$ cat src/rtl/core_run_pkg.sv
// ----------------------------------------------------------------------------
// core_run_pkg
// Shared types and parameter-legality helper for core_run_sequencer.
//   run_state_e   : sequencer FSM state encoding
//   params_legal(): elaboration-time range check for the sequencer parameters
// ----------------------------------------------------------------------------
package core_run_pkg;

   typedef enum logic [1:0] {
      IDLE = 2'd0,
      HOLD = 2'd1,
      RUN  = 2'd2,
      DONE = 2'd3
   } run_state_e;

   // True when every sequencer parameter lies in its supported range.
   function automatic bit params_legal(input int unsigned reset_cycles,
                                       input int unsigned max_cycles,
                                       input int unsigned stable_cycles,
                                       input int unsigned count_width);
      longint unsigned count_limit;
      count_limit = (count_width >= 63) ? 64'hFFFF_FFFF_FFFF_FFFF
                                        : (64'd1 << count_width);
      return (reset_cycles >= 1) && (stable_cycles >= 2) && (max_cycles >= 1) &&
             (count_width >= 1) && (64'(max_cycles) < count_limit);
   endfunction

endpackage : core_run_pkg

$ cat src/rtl/core_run_sequencer_stability.sv
// ----------------------------------------------------------------------------
// result_stability_detector
// Tracks how many consecutive identical Result samples have been seen and
// flags the sample on which that run length reaches STABLE_CYCLES.
//   clk_i         : clock, rising edge
//   reset_i       : synchronous active-high reset
//   clear_i       : start of a new run; forgets history
//   sample_i      : take a Result sample this cycle
//   result_i      : Core Result bus
//   last_result_o : most recent sampled Result (registered)
//   settled_c_o   : this sample brings the run length to STABLE_CYCLES
// ----------------------------------------------------------------------------
module result_stability_detector #(
   parameter int unsigned DATA_WIDTH    = 18,
   parameter int unsigned STABLE_CYCLES = 4
) (
   input  logic                  clk_i,
   input  logic                  reset_i,
   input  logic                  clear_i,
   input  logic                  sample_i,
   input  logic [DATA_WIDTH-1:0] result_i,
   output logic [DATA_WIDTH-1:0] last_result_o,
   output logic                  settled_c_o
);

   localparam int unsigned RUN_W = $clog2(STABLE_CYCLES + 1);

   logic [RUN_W-1:0]      run_len_q, run_len_d;
   logic [DATA_WIDTH-1:0] last_q, last_d;

   // Run length 0 marks "no sample yet", so the first sample always restarts at 1.
   always_comb begin
      run_len_d = run_len_q;
      last_d    = last_q;
      if (clear_i) begin
         run_len_d = '0;
         last_d    = '0;
      end else if (sample_i) begin
         last_d = result_i;
         if ((run_len_q == '0) || (result_i != last_q)) begin
            run_len_d = RUN_W'(1);
         end else if (run_len_q != RUN_W'(STABLE_CYCLES)) begin
            run_len_d = run_len_q + RUN_W'(1);
         end
      end
   end

   assign settled_c_o = sample_i && !clear_i && (run_len_d == RUN_W'(STABLE_CYCLES));

   always_ff @(posedge clk_i) begin
      if (reset_i) begin
         run_len_q <= '0;
         last_q    <= '0;
      end else begin
         run_len_q <= run_len_d;
         last_q    <= last_d;
      end
   end

   assign last_result_o = last_q;

endmodule : result_stability_detector

$ cat src/rtl/core_run_sequencer.sv
// ----------------------------------------------------------------------------
// core_run_sequencer
// Holds the Core in reset, releases it for a bounded run, waits for Result to
// settle, then reports completion, cycle count and pass/fail against Expected.
//   CLK         : clock, rising edge
//   Reset       : synchronous active-high block reset
//   Start       : launch a run (honoured in IDLE or DONE only)
//   Result      : Core output, sampled every RUN cycle
//   Expected    : golden value, compared on the terminating sample
//   Core_Reset  : Core reset drive (low only in RUN)
//   Busy        : HOLD or RUN
//   Done        : run finished
//   Pass        : settled Result matched Expected (valid with Done)
//   Timeout     : budget ran out before settling (valid with Done)
//   Cycle_Count : RUN samples in the current/last run
//   Last_Result : most recent sampled Result
// ----------------------------------------------------------------------------
module core_run_sequencer
   import core_run_pkg::*;
#(
   parameter int unsigned DATA_WIDTH    = 18,
   parameter int unsigned RESET_CYCLES  = 1,
   parameter int unsigned MAX_CYCLES    = 100,
   parameter int unsigned STABLE_CYCLES = 4,
   parameter int unsigned COUNT_WIDTH   = 16
) (
   input  logic                   CLK,
   input  logic                   Reset,
   input  logic                   Start,
   input  logic [DATA_WIDTH-1:0]  Result,
   input  logic [DATA_WIDTH-1:0]  Expected,
   output logic                   Core_Reset,
   output logic                   Busy,
   output logic                   Done,
   output logic                   Pass,
   output logic                   Timeout,
   output logic [COUNT_WIDTH-1:0] Cycle_Count,
   output logic [DATA_WIDTH-1:0]  Last_Result
);

   localparam int unsigned HOLD_W = (RESET_CYCLES > 1) ? $clog2(RESET_CYCLES) : 1;

   if (!params_legal(RESET_CYCLES, MAX_CYCLES, STABLE_CYCLES, COUNT_WIDTH)) begin : g_param_check
      $error("core_run_sequencer: parameter out of range");
   end

   run_state_e             state_q, state_d;
   logic [HOLD_W-1:0]      hold_q, hold_d;
   logic [COUNT_WIDTH-1:0] cycle_q, cycle_d;
   logic                   pass_q, pass_d;
   logic                   timeout_q, timeout_d;
   logic                   core_reset_q, core_reset_d;
   logic                   busy_q, busy_d;
   logic                   done_q, done_d;
   logic                   det_clear_c, det_sample_c, settled_c;

   result_stability_detector #(
      .DATA_WIDTH    (DATA_WIDTH),
      .STABLE_CYCLES (STABLE_CYCLES)
   ) u_stability (
      .clk_i         (CLK),
      .reset_i       (Reset),
      .clear_i       (det_clear_c),
      .sample_i      (det_sample_c),
      .result_i      (Result),
      .last_result_o (Last_Result),
      .settled_c_o   (settled_c)
   );

   // Next-state and next-output logic; settle takes priority over timeout.
   always_comb begin
      state_d      = state_q;
      hold_d       = hold_q;
      cycle_d      = cycle_q;
      pass_d       = pass_q;
      timeout_d    = timeout_q;
      det_clear_c  = 1'b0;
      det_sample_c = 1'b0;

      case (state_q)
         IDLE, DONE: begin
            if (Start) begin
               state_d     = HOLD;
               hold_d      = '0;
               cycle_d     = '0;
               pass_d      = 1'b0;
               timeout_d   = 1'b0;
               det_clear_c = 1'b1;
            end
         end
         HOLD: begin
            if (hold_q == HOLD_W'(RESET_CYCLES - 1)) begin
               state_d = RUN;
               hold_d  = '0;
            end else begin
               hold_d = hold_q + HOLD_W'(1);
            end
         end
         RUN: begin
            det_sample_c = 1'b1;
            cycle_d      = cycle_q + COUNT_WIDTH'(1);
            if (settled_c) begin
               state_d   = DONE;
               pass_d    = (Result == Expected);
               timeout_d = 1'b0;
            end else if (cycle_d == COUNT_WIDTH'(MAX_CYCLES)) begin
               state_d   = DONE;
               pass_d    = 1'b0;
               timeout_d = 1'b1;
            end
         end
         default: state_d = IDLE;
      endcase

      core_reset_d = (state_d != RUN);
      busy_d       = (state_d == HOLD) || (state_d == RUN);
      done_d       = (state_d == DONE);
   end

   // State and output registers.
   always_ff @(posedge CLK) begin
      if (Reset) begin
         state_q      <= IDLE;
         hold_q       <= '0;
         cycle_q      <= '0;
         pass_q       <= 1'b0;
         timeout_q    <= 1'b0;
         core_reset_q <= 1'b1;
         busy_q       <= 1'b0;
         done_q       <= 1'b0;
      end else begin
         state_q      <= state_d;
         hold_q       <= hold_d;
         cycle_q      <= cycle_d;
         pass_q       <= pass_d;
         timeout_q    <= timeout_d;
         core_reset_q <= core_reset_d;
         busy_q       <= busy_d;
         done_q       <= done_d;
      end
   end

   assign Core_Reset  = core_reset_q;
   assign Busy        = busy_q;
   assign Done        = done_q;
   assign Pass        = pass_q;
   assign Timeout     = timeout_q;
   assign Cycle_Count = cycle_q;

endmodule : core_run_sequencer

$ cat config.mk
export PLATFORM = sky130hd
export DESIGN_NAME = core_run_sequencer
export DESIGN_NICKNAME = d
export VERILOG_FILES = /design/src/rtl/core_run_pkg.sv /design/src/rtl/core_run_sequencer_stability.sv /design/src/rtl/core_run_sequencer.sv
export SDC_FILE = /design/constraint.sdc
export NUM_CORES = 1
export LEC_CHECK = 0
export BUFFER_PORTS_ARGS = -buffer_cell sky130_fd_sc_hd__buf_2
export CAP_MARGIN = 20
export CORE_MARGIN = 3
export CORE_UTILIZATION = 52
export CTS_CLUSTER_DIAMETER = 50
export DETAILED_ROUTE_END_ITERATION = 16
export GPL_TIMING_DRIVEN = 1
export PLACE_DENSITY_LB_ADDON = 0.3
export RECOVER_POWER = 100
export SLEW_MARGIN = 20
export SYNTH_ARGS = -nofsm -noshare
export SYNTH_HDL_FRONTEND = slang
export SYNTH_SLANG_ARGS = --single-unit
$ cat constraint.sdc
create_clock -name CLK -period 3 [get_ports CLK]
set_input_delay 0.15 -clock CLK [delete_from_list [all_inputs] [get_ports CLK]]
set_output_delay 0.15 -clock CLK [all_outputs]
set_load 0.005 [all_outputs]
==> impl_results.md, run 1 <==
* Maximum net fanout on the critical path at 6
* Post-route ant nets at 0
* Critical-path cell with the highest stage delay: sky130_fd_sc_hd__dfxtp_1
* Post-synthesis sequential area ratio at 33.49%
* Pwr Density at 612.6 mW/mm2
* Height of the die at 77.12 um
* Initial antenna violation count at 0
* Slew headroom at 21.60%
* Vias in the first global route at 2369
* Required time worst endpoint at 3.18 ns
* Num ports at 78
* Quantity of hold-fixing buffers added after cts at 0
* Syn Inst Count at 304
* Number of gates given a new drive strength after cts at 0
* Total clock sinks at 44
* Cell type with the largest total area after synthesis: sky130_fd_sc_hd__dfxtp_1
* Time the final worst path needs with I/O delays and setup at 2.494 ns
* Worst-case vdd ir drop at 0.3500 mV
* Cell types occupying the most area after synthesis: sky130_fd_sc_hd__dfxtp_1, sky130_fd_sc_hd__xor2_1, sky130_fd_sc_hd__mux2i_1, sky130_fd_sc_hd__xnor2_1, sky130_fd_sc_hd__nor2_1
* Total of warnings raised by yosys at 0
* Leakage at 0.001257 uW
* Largest net degree at the start of global routing at 28
* Total Nets Final at 419
* Share of synthesized registers carrying an async set or reset at 0%
* Number of synthesized register bits at 44
* Critical path data arrival time at 2.68 ns
* Biggest cell delay along the critical path at 0.36 ns
* Power Total at 1925 uW
* Average cell area after synthesis at 8.651 um2
* Total half-perimeter wirelength after legalization and detailed placement at 4587 um
* Max-cap violation count at 0
* Count of placed standard cells in the final layout, fillers left out at 442
* Number of enable-type register cells in the synthesized netlist at 0
* Final total negative setup slack at 0 ns
* Number of optimization iterations in the first detailed-route pass at 4
* CP startpoint kind: register
* Top Family by Delay on Critical Path: simple AND/OR/NAND/NOR gates
* Maximum clock skew at final layout at 0.006417 ns
* Global-route wire length before repair at 10700 um
* Core utilization of the finished layout at 65.22%
* Cell Area, Synth at 0.002630 mm2
* Count of distinct cell types in the synthesized netlist at 56
* Number of placement rows at 25
* Unrepaired setup endpoints after global routing: false
* Post-CTS setup buffer count at 0
* Core box area at 0.004817 mm2
* Iteration-0 DRC count of the detailed router at 118
* Top cell type's share of synthesized area at 33.49%
* Vias per inst at 5.609
* All-layer global routing usage at 22.00%
* Insertion delay of the later-clocked pin in the worst-skew pair at 0.30 ns
* Critical path cell sequence: inv_1 > ha_1 > nand2_1 > o21ai_0 > or3_1 > nor4_4 > nor3_1 > a21oi_1 > ha_1 > nor2b_1
* Clock root buffer: sky130_fd_sc_hd__clkbuf_8
* Run status: finished, final reports clean
* Buffer depth of the longest clock path at 2
* IO Port Bufs at 77
* Crit path capture type: register
* Most repeated library cell on the critical path: sky130_fd_sc_hd__ha_1
* WS Path Type: register to register
* Synthesized Nets at 349
* Period utilization at 83.14%
* Slew @ Worst Pin at 1.164 ns
* Total grt overflow at 0
* Final Hold Slack at 0.1312 ns
* Cell count after placement at 434
* Final wirelength at 6242 um
* Die width at 77.12 um
* Vias post-DR at 2479
* Final routed DRC violation total at 0
* Worst Hold Class: input pin to register
* Layout area overhead at 19.46%
* Maximum achievable frequency at 400.9 MHz
* Number of H-tree levels at 2
* Die outline area at 0.005947 mm2
* Final count of negative-setup-slack endpoints at 0
* Count of inserted antenna diode cells at 0
* Clock tree from TritonCTS: done
* Number of buffers created by CTS at 5
* Gp weighted congestion at 0.9024
* Clock-pin transition on the worst setup and hold timing paths at 0.09 ns
* Primary flip-flop cell chosen by synthesis mapping: sky130_fd_sc_hd__dfxtp_1
* Endpoints failing hold at 0
* Buffers and inverters on the worst path at 1
* Fraction of layout instances using a drive strength above 1 at 23.20%
* Max-slew violation count at 0
* Routed WL per cell at 14.12 um
* Effective utilization at floorplan at 54.60%
[power breakdown]
group / switching [uW] / leakage (uW) / internal, uW
Clock: 210 / 0.0000645 / 294
Combinational: 414 / 0.000836 / 295
Sequential: 55.5 / 0.000356 / 656
Total: 680 / 0.00126 / 1240
[cell families after synthesis]
group	share of synthesized area, %
adders and majority gates	2.854
buffers and inverters	4.567
xor gates and xnor gates	13.65
muxes	6.851
and+or+nand+nor	23.12
DFF	33.49
AOI/OAI and AO/OA	15.46
[final timing paths]
kind	endpoint	start	slack, ns	cells after the start
max	Busy	state_q[0]	0.51	10
min	u_stability.last_result_o[9]	Result[9]	0.13	3
max reg2reg	Busy	state_q[0]	0.51	10
min reg2reg	Cycle_Count[12]	Cycle_Count[12]	0.52	2
[state kept, by name (all words and copies together), names as in the netlist]
| signal | cells |
|---|---|
| Core_Reset | 1 |
| state_q | 2 |
| Timeout | 1 |
| u_stability.run_len_q | 3 |
| Cycle_Count | 16 |
| Busy | 1 |
| Pass | 1 |
| Done | 1 |
| u_stability.last_result_o | 18 |
[layer usage]
| layer | vias to the layer above | GRT usage, % | part of all wire [%] |
|---|---|---|---|
| met1 | 1161 | 25.45 | 42 |
| met5 | - | 0 | 0 |
| met3 | 9 | 6.455 | 7.2 |
| li1 | 1230 | - | - |
| met2 | 79 | 38.68 | 49 |
| met4 | 0 | 7.295 | 1.5 |
[cells in the final DEF, fill, tap and decap left out, drive strengths merged, types with 6 or more instances in the layout]
cell type,instances
mux2i,18
nand4,9
ha,6
buf,63
inv,10
xor2,23
o21ai,15
nor3,9
nand3,9
nor4,6
clkbuf,24
dfxtp,44
a21oi,14
nand2,17
nor2,34
xnor2,18
[cells in the mapped netlist (2+ instances only)]
cell and number:
sky130_fd_sc_hd__or3_1 4, sky130_fd_sc_hd__and3_1 3, sky130_fd_sc_hd__a31o_2 2, sky130_fd_sc_hd__and2_1 2, sky130_fd_sc_hd__mux2i_1 18, sky130_fd_sc_hd__nand3_1 8
sky130_fd_sc_hd__inv_1 9, sky130_fd_sc_hd__a311oi_1 5, sky130_fd_sc_hd__ha_1 6, sky130_fd_sc_hd__xnor2_1 18, sky130_fd_sc_hd__nor2b_1 2, sky130_fd_sc_hd__o21a_1 2
sky130_fd_sc_hd__a31oi_1 5, sky130_fd_sc_hd__or4_1 2, sky130_fd_sc_hd__a22oi_1 3, sky130_fd_sc_hd__nor3_1 8, sky130_fd_sc_hd__clkbuf_1 9, sky130_fd_sc_hd__a211oi_1 2
sky130_fd_sc_hd__a21oi_1 14, sky130_fd_sc_hd__nand2_1 17, sky130_fd_sc_hd__xor2_1 23, sky130_fd_sc_hd__dfxtp_1 44, sky130_fd_sc_hd__o21ai_1 2, sky130_fd_sc_hd__buf_2 6
sky130_fd_sc_hd__a41oi_1 2, sky130_fd_sc_hd__nor2_1 33, sky130_fd_sc_hd__nand4_1 8, sky130_fd_sc_hd__nand3b_1 3, sky130_fd_sc_hd__nor4_1 5, sky130_fd_sc_hd__o21ai_0 13
[metrics by stage]
step	cell area, um2	worst slack, ns
finish	3142	0.5059
detailed placement	3039	0.5294
global route	3142	0.2773
CTS	3166	0.5101
global placement	3039	0.6190
floorplan	2630	0.7443
[worst register-to-register path, stage by stage (launching register included)]
cell and delay, ns:
sky130_fd_sc_hd__dfxtp_1 0.36, sky130_fd_sc_hd__inv_1 0.05, sky130_fd_sc_hd__ha_1 0.35, sky130_fd_sc_hd__nand2_1 0.13
sky130_fd_sc_hd__o21ai_0 0.09, sky130_fd_sc_hd__or3_1 0.35, sky130_fd_sc_hd__nor4_4 0.36, sky130_fd_sc_hd__nor3_1 0.14
sky130_fd_sc_hd__a21oi_1 0.17, sky130_fd_sc_hd__ha_1 0.25, sky130_fd_sc_hd__nor2b_1 0.12
[area by class of cell]
cell class / instances / area (um2)
fillers: 447 / 1675
multi-input cells: 233 / 1629
flip-flops and latches: 44 / 880.8
repair buffers: 80 / 384.1
clock buffers: 7 / 96.34
well taps: 67 / 83.83
inverters: 10 / 37.54
clock inverters: 1 / 30.03
Note: power is estimated with default switching activity, not from simulation.
==> run 2: changes to the inputs <==
==> constraint.sdc (replaced) <==
create_clock -name CLK -period 2.4 [get_ports CLK]
set_input_delay 0.12 -clock CLK [delete_from_list [all_inputs] [get_ports CLK]]
set_output_delay 0.12 -clock CLK [all_outputs]
set_load 0.005 [all_outputs]
==> run 2 against run 1 <==
- sequential share of layout area down 0.29 points
- wire length about the same
- maximum frequency grew 12%
- critical path type unchanged
- highest routed layer unchanged
==> impl_results.md, run 2 (same netlist as run 1, synthesis figures left out) <==
* Clock tree from TritonCTS: done
* Slew headroom at 53.67% (+32 points)
* Biggest cell delay along the critical path at 0.49 ns (+0.13 ns)
* IO Port Bufs at 77 (unchanged)
* Clock root buffer: sky130_fd_sc_hd__clkbuf_8
* Endpoint of the worst register-to-register path: Busy
* Total grt overflow at 0 (unchanged)
* Most repeated library cell on the critical path: sky130_fd_sc_hd__nand3_1
* Critical path destination: Busy
* Run status: finished, final reports clean
* CP startpoint kind: register
* Vias post-DR at 2498 (+0.77%)
* Number of placement rows at 25 (unchanged)
* Leakage at 0.001266 uW (+0.71%)
* Crit path capture type: register
* Core utilization of the finished layout at 65.90% (+0.68 points)
* Maximum net fanout on the critical path at 7 (+1)
* Number of inserted filler cells in the final layout at 456 (+2.0%)
* Period utilization at 92.50% (+9.4 points)
* Number of buffers created by CTS at 5 (unchanged)
* Commonest non-fill, non-tap cell in the layout: sky130_fd_sc_hd__buf_2
* Slack of the worst reg-to-reg path at 0.18 ns (-0.33 ns)
* Final total negative setup slack at 0 ns (unchanged)
* Final routed DRC violation total at 0 (unchanged)
* Total half-perimeter wirelength after legalization and detailed placement at 4810 um (+4.8%)
* Effective utilization at floorplan at 54.60% (unchanged)
* Quantity of hold-fixing buffers added after cts at 0 (unchanged)
* Global-route wire length before repair at 10760 um (+0.58%)
* Die width at 77.12 um (unchanged)
* Post-CTS setup buffer count at 0 (unchanged)
* Maximum clock skew at final layout at 0.003156 ns (-0.003261 ns)
* Final Hold Slack at 0.1118 ns (-0.01939 ns)
* Clock-pin transition on the worst setup and hold timing paths at 0.08 ns (about the same)
* Vias per inst at 5.502 (-1.9%)
* Buffer depth of the longest clock path at 2 (unchanged)
* Critical-path cell with the highest stage delay: sky130_fd_sc_hd__dfxtp_1
* Pwr Density at 711.1 mW/mm2 (+16%)
* Launching instance or port of the critical path: Cycle_Count[0]
* Count of inserted antenna diode cells at 0 (unchanged)
* Insertion delay of the later-clocked pin in the worst-skew pair at 0.29 ns (about the same)
* Worst-case vdd ir drop at 0.4184 mV (+20%)
* Max-cap violation count at 0 (unchanged)
* Fraction of layout instances using a drive strength above 1 at 23.77% (+0.57 points)
* Slew @ Worst Pin at 0.6877 ns (-0.4760 ns)
* Time the final worst path needs with I/O delays and setup at 2.220 ns (-0.2741 ns)
* Flip-flop count of the largest register after layout at 18 (unchanged)
* Logic depth of the worst register-to-register path at 9 (-1)
* Post-route ant nets at 0 (unchanged)
* Worst r2r src: Cycle_Count[0]
* Total Nets Final at 432 (+3.1%)
* Num ports at 78 (unchanged)
* Number of optimization iterations in the first detailed-route pass at 5 (+1)
* All-layer global routing usage at 21.76% (-0.23 points)
* Total clock sinks at 44 (unchanged)
* Initial antenna violation count at 0 (unchanged)
* Endpoints failing hold at 0 (unchanged)
* Worst Hold Class: input pin to register
* Die outline area at 0.005947 mm2 (unchanged)
* Core box area at 0.004817 mm2 (unchanged)
* Final wirelength at 6236 um (about the same)
* Number of H-tree levels at 2 (unchanged)
* WS Path Type: register to register
* Required time worst endpoint at 2.57 ns (-0.61 ns)
* Routed WL per cell at 13.74 um (-2.7%)
* Most frequent cells in the layout: sky130_fd_sc_hd__buf_2, sky130_fd_sc_hd__dfxtp_1, sky130_fd_sc_hd__nor2_1
* Height of the die at 77.12 um (unchanged)
* Largest net degree at the start of global routing at 28 (unchanged)
* Iteration-0 DRC count of the detailed router at 98 (-17%)
* Max-slew violation count at 0 (unchanged)
* Critical path data arrival time at 2.39 ns (-0.29 ns)
* Layout area overhead at 20.69%
* Critical path cell sequence: ha_2 > nand3_1 > nor3_2 > nand3_1 > a22oi_2 > nand4b_2 > a21oi_1 > ha_1 > nor2b_1
* Unrepaired setup endpoints after global routing: false
* Gp weighted congestion at 0.8842 (-2.0%)
* Maximum achievable frequency at 450.5 MHz (+12%)
* Final count of negative-setup-slack endpoints at 0 (unchanged)
* Vias in the first global route at 2478 (+4.6%)
-- run 2: cell types whose count changed in the layout (fill, tap and decap cells not counted), moves of 2 or more --
cell / delta
sky130_fd_sc_hd__buf_2: -3
sky130_fd_sc_hd__buf_4: +8
sky130_fd_sc_hd__clkbuf_1: +8
sky130_fd_sc_hd__clkbuf_8: -2
-- run 2: critical path, delay by kind of cell (launching register included) --
family / cells / cell delay (ns)
AO/OA/AOI/OAI: 2 / 0.40
AND/OR/NAND/NOR: 5 / 0.67
flip-flops: 1 / 0.49
adder cells (fa/ha/maj): 2 / 0.54
-- run 2: worst min-delay path by stage --
stage	from	end	cells after the start
3_3_place_gp	Result[4]	u_stability.last_result_o[4]	3
2_1_floorplan	Result[2]	u_stability.last_result_o[2]	2
6_report	Result[8]	u_stability.last_result_o[8]	3
4_1_cts	Result[8]	u_stability.last_result_o[8]	3
3_5_place_dp	Result[8]	u_stability.last_result_o[8]	3
5_1_grt	Result[11]	u_stability.last_result_o[11]	3
-- run 2: cell type report --
class                      instances  area (um2)  share of cell area, %
clock buffer                       5       68.82                  2.168
timing repair buffer              93       459.2                  14.47
sequential                        44       880.8                  27.75
clock inverter                     2       12.51                 0.3942
multi-input combinational        233        1632                  51.40
tap                               67       83.83                  2.641
inverter                          10       37.54                  1.183
-- run 2: layer usage --
layer  up-vias  global-route usage, %  routed length [um]
met1      1152                  25.85                2721
met4         0                  6.940                  83
met2        79                  38.59                3039
li1       1257                      -                   -
met3        10                  5.047                 392
met5         -                      0                   0
-- run 2: metrics by stage --
step / setup slack (ns) / total power, uW / instances / area [um2]
5_1_grt: 0.01872 / 2429 / 454 / 3174
2_1_floorplan: 0.1443 / 1541 / 304 / 2630
3_3_place_gp: 0.2184 / 1849 / 447 / 3137
6_report: 0.1801 / 2257 / 454 / 3174
4_1_cts: 0.1099 / 2319 / 454 / 3218
3_5_place_dp: 0.1432 / 1870 / 447 / 3137
-- run 2: power breakdown --
group          internal [uW]  leakage [uW]  total, uW  switching, uW
clock                    197     0.0000400        451            254
combinational            386      0.000869        914            528
sequential               821      0.000356        892           71.8
total                   1400       0.00127       2260            853
-- run 2: repair_timing --
item,in CTS,in global routing
gates resized for setup,0,1
endpoints found under the setup margin,0,1
endpoints found under the hold margin,0,0
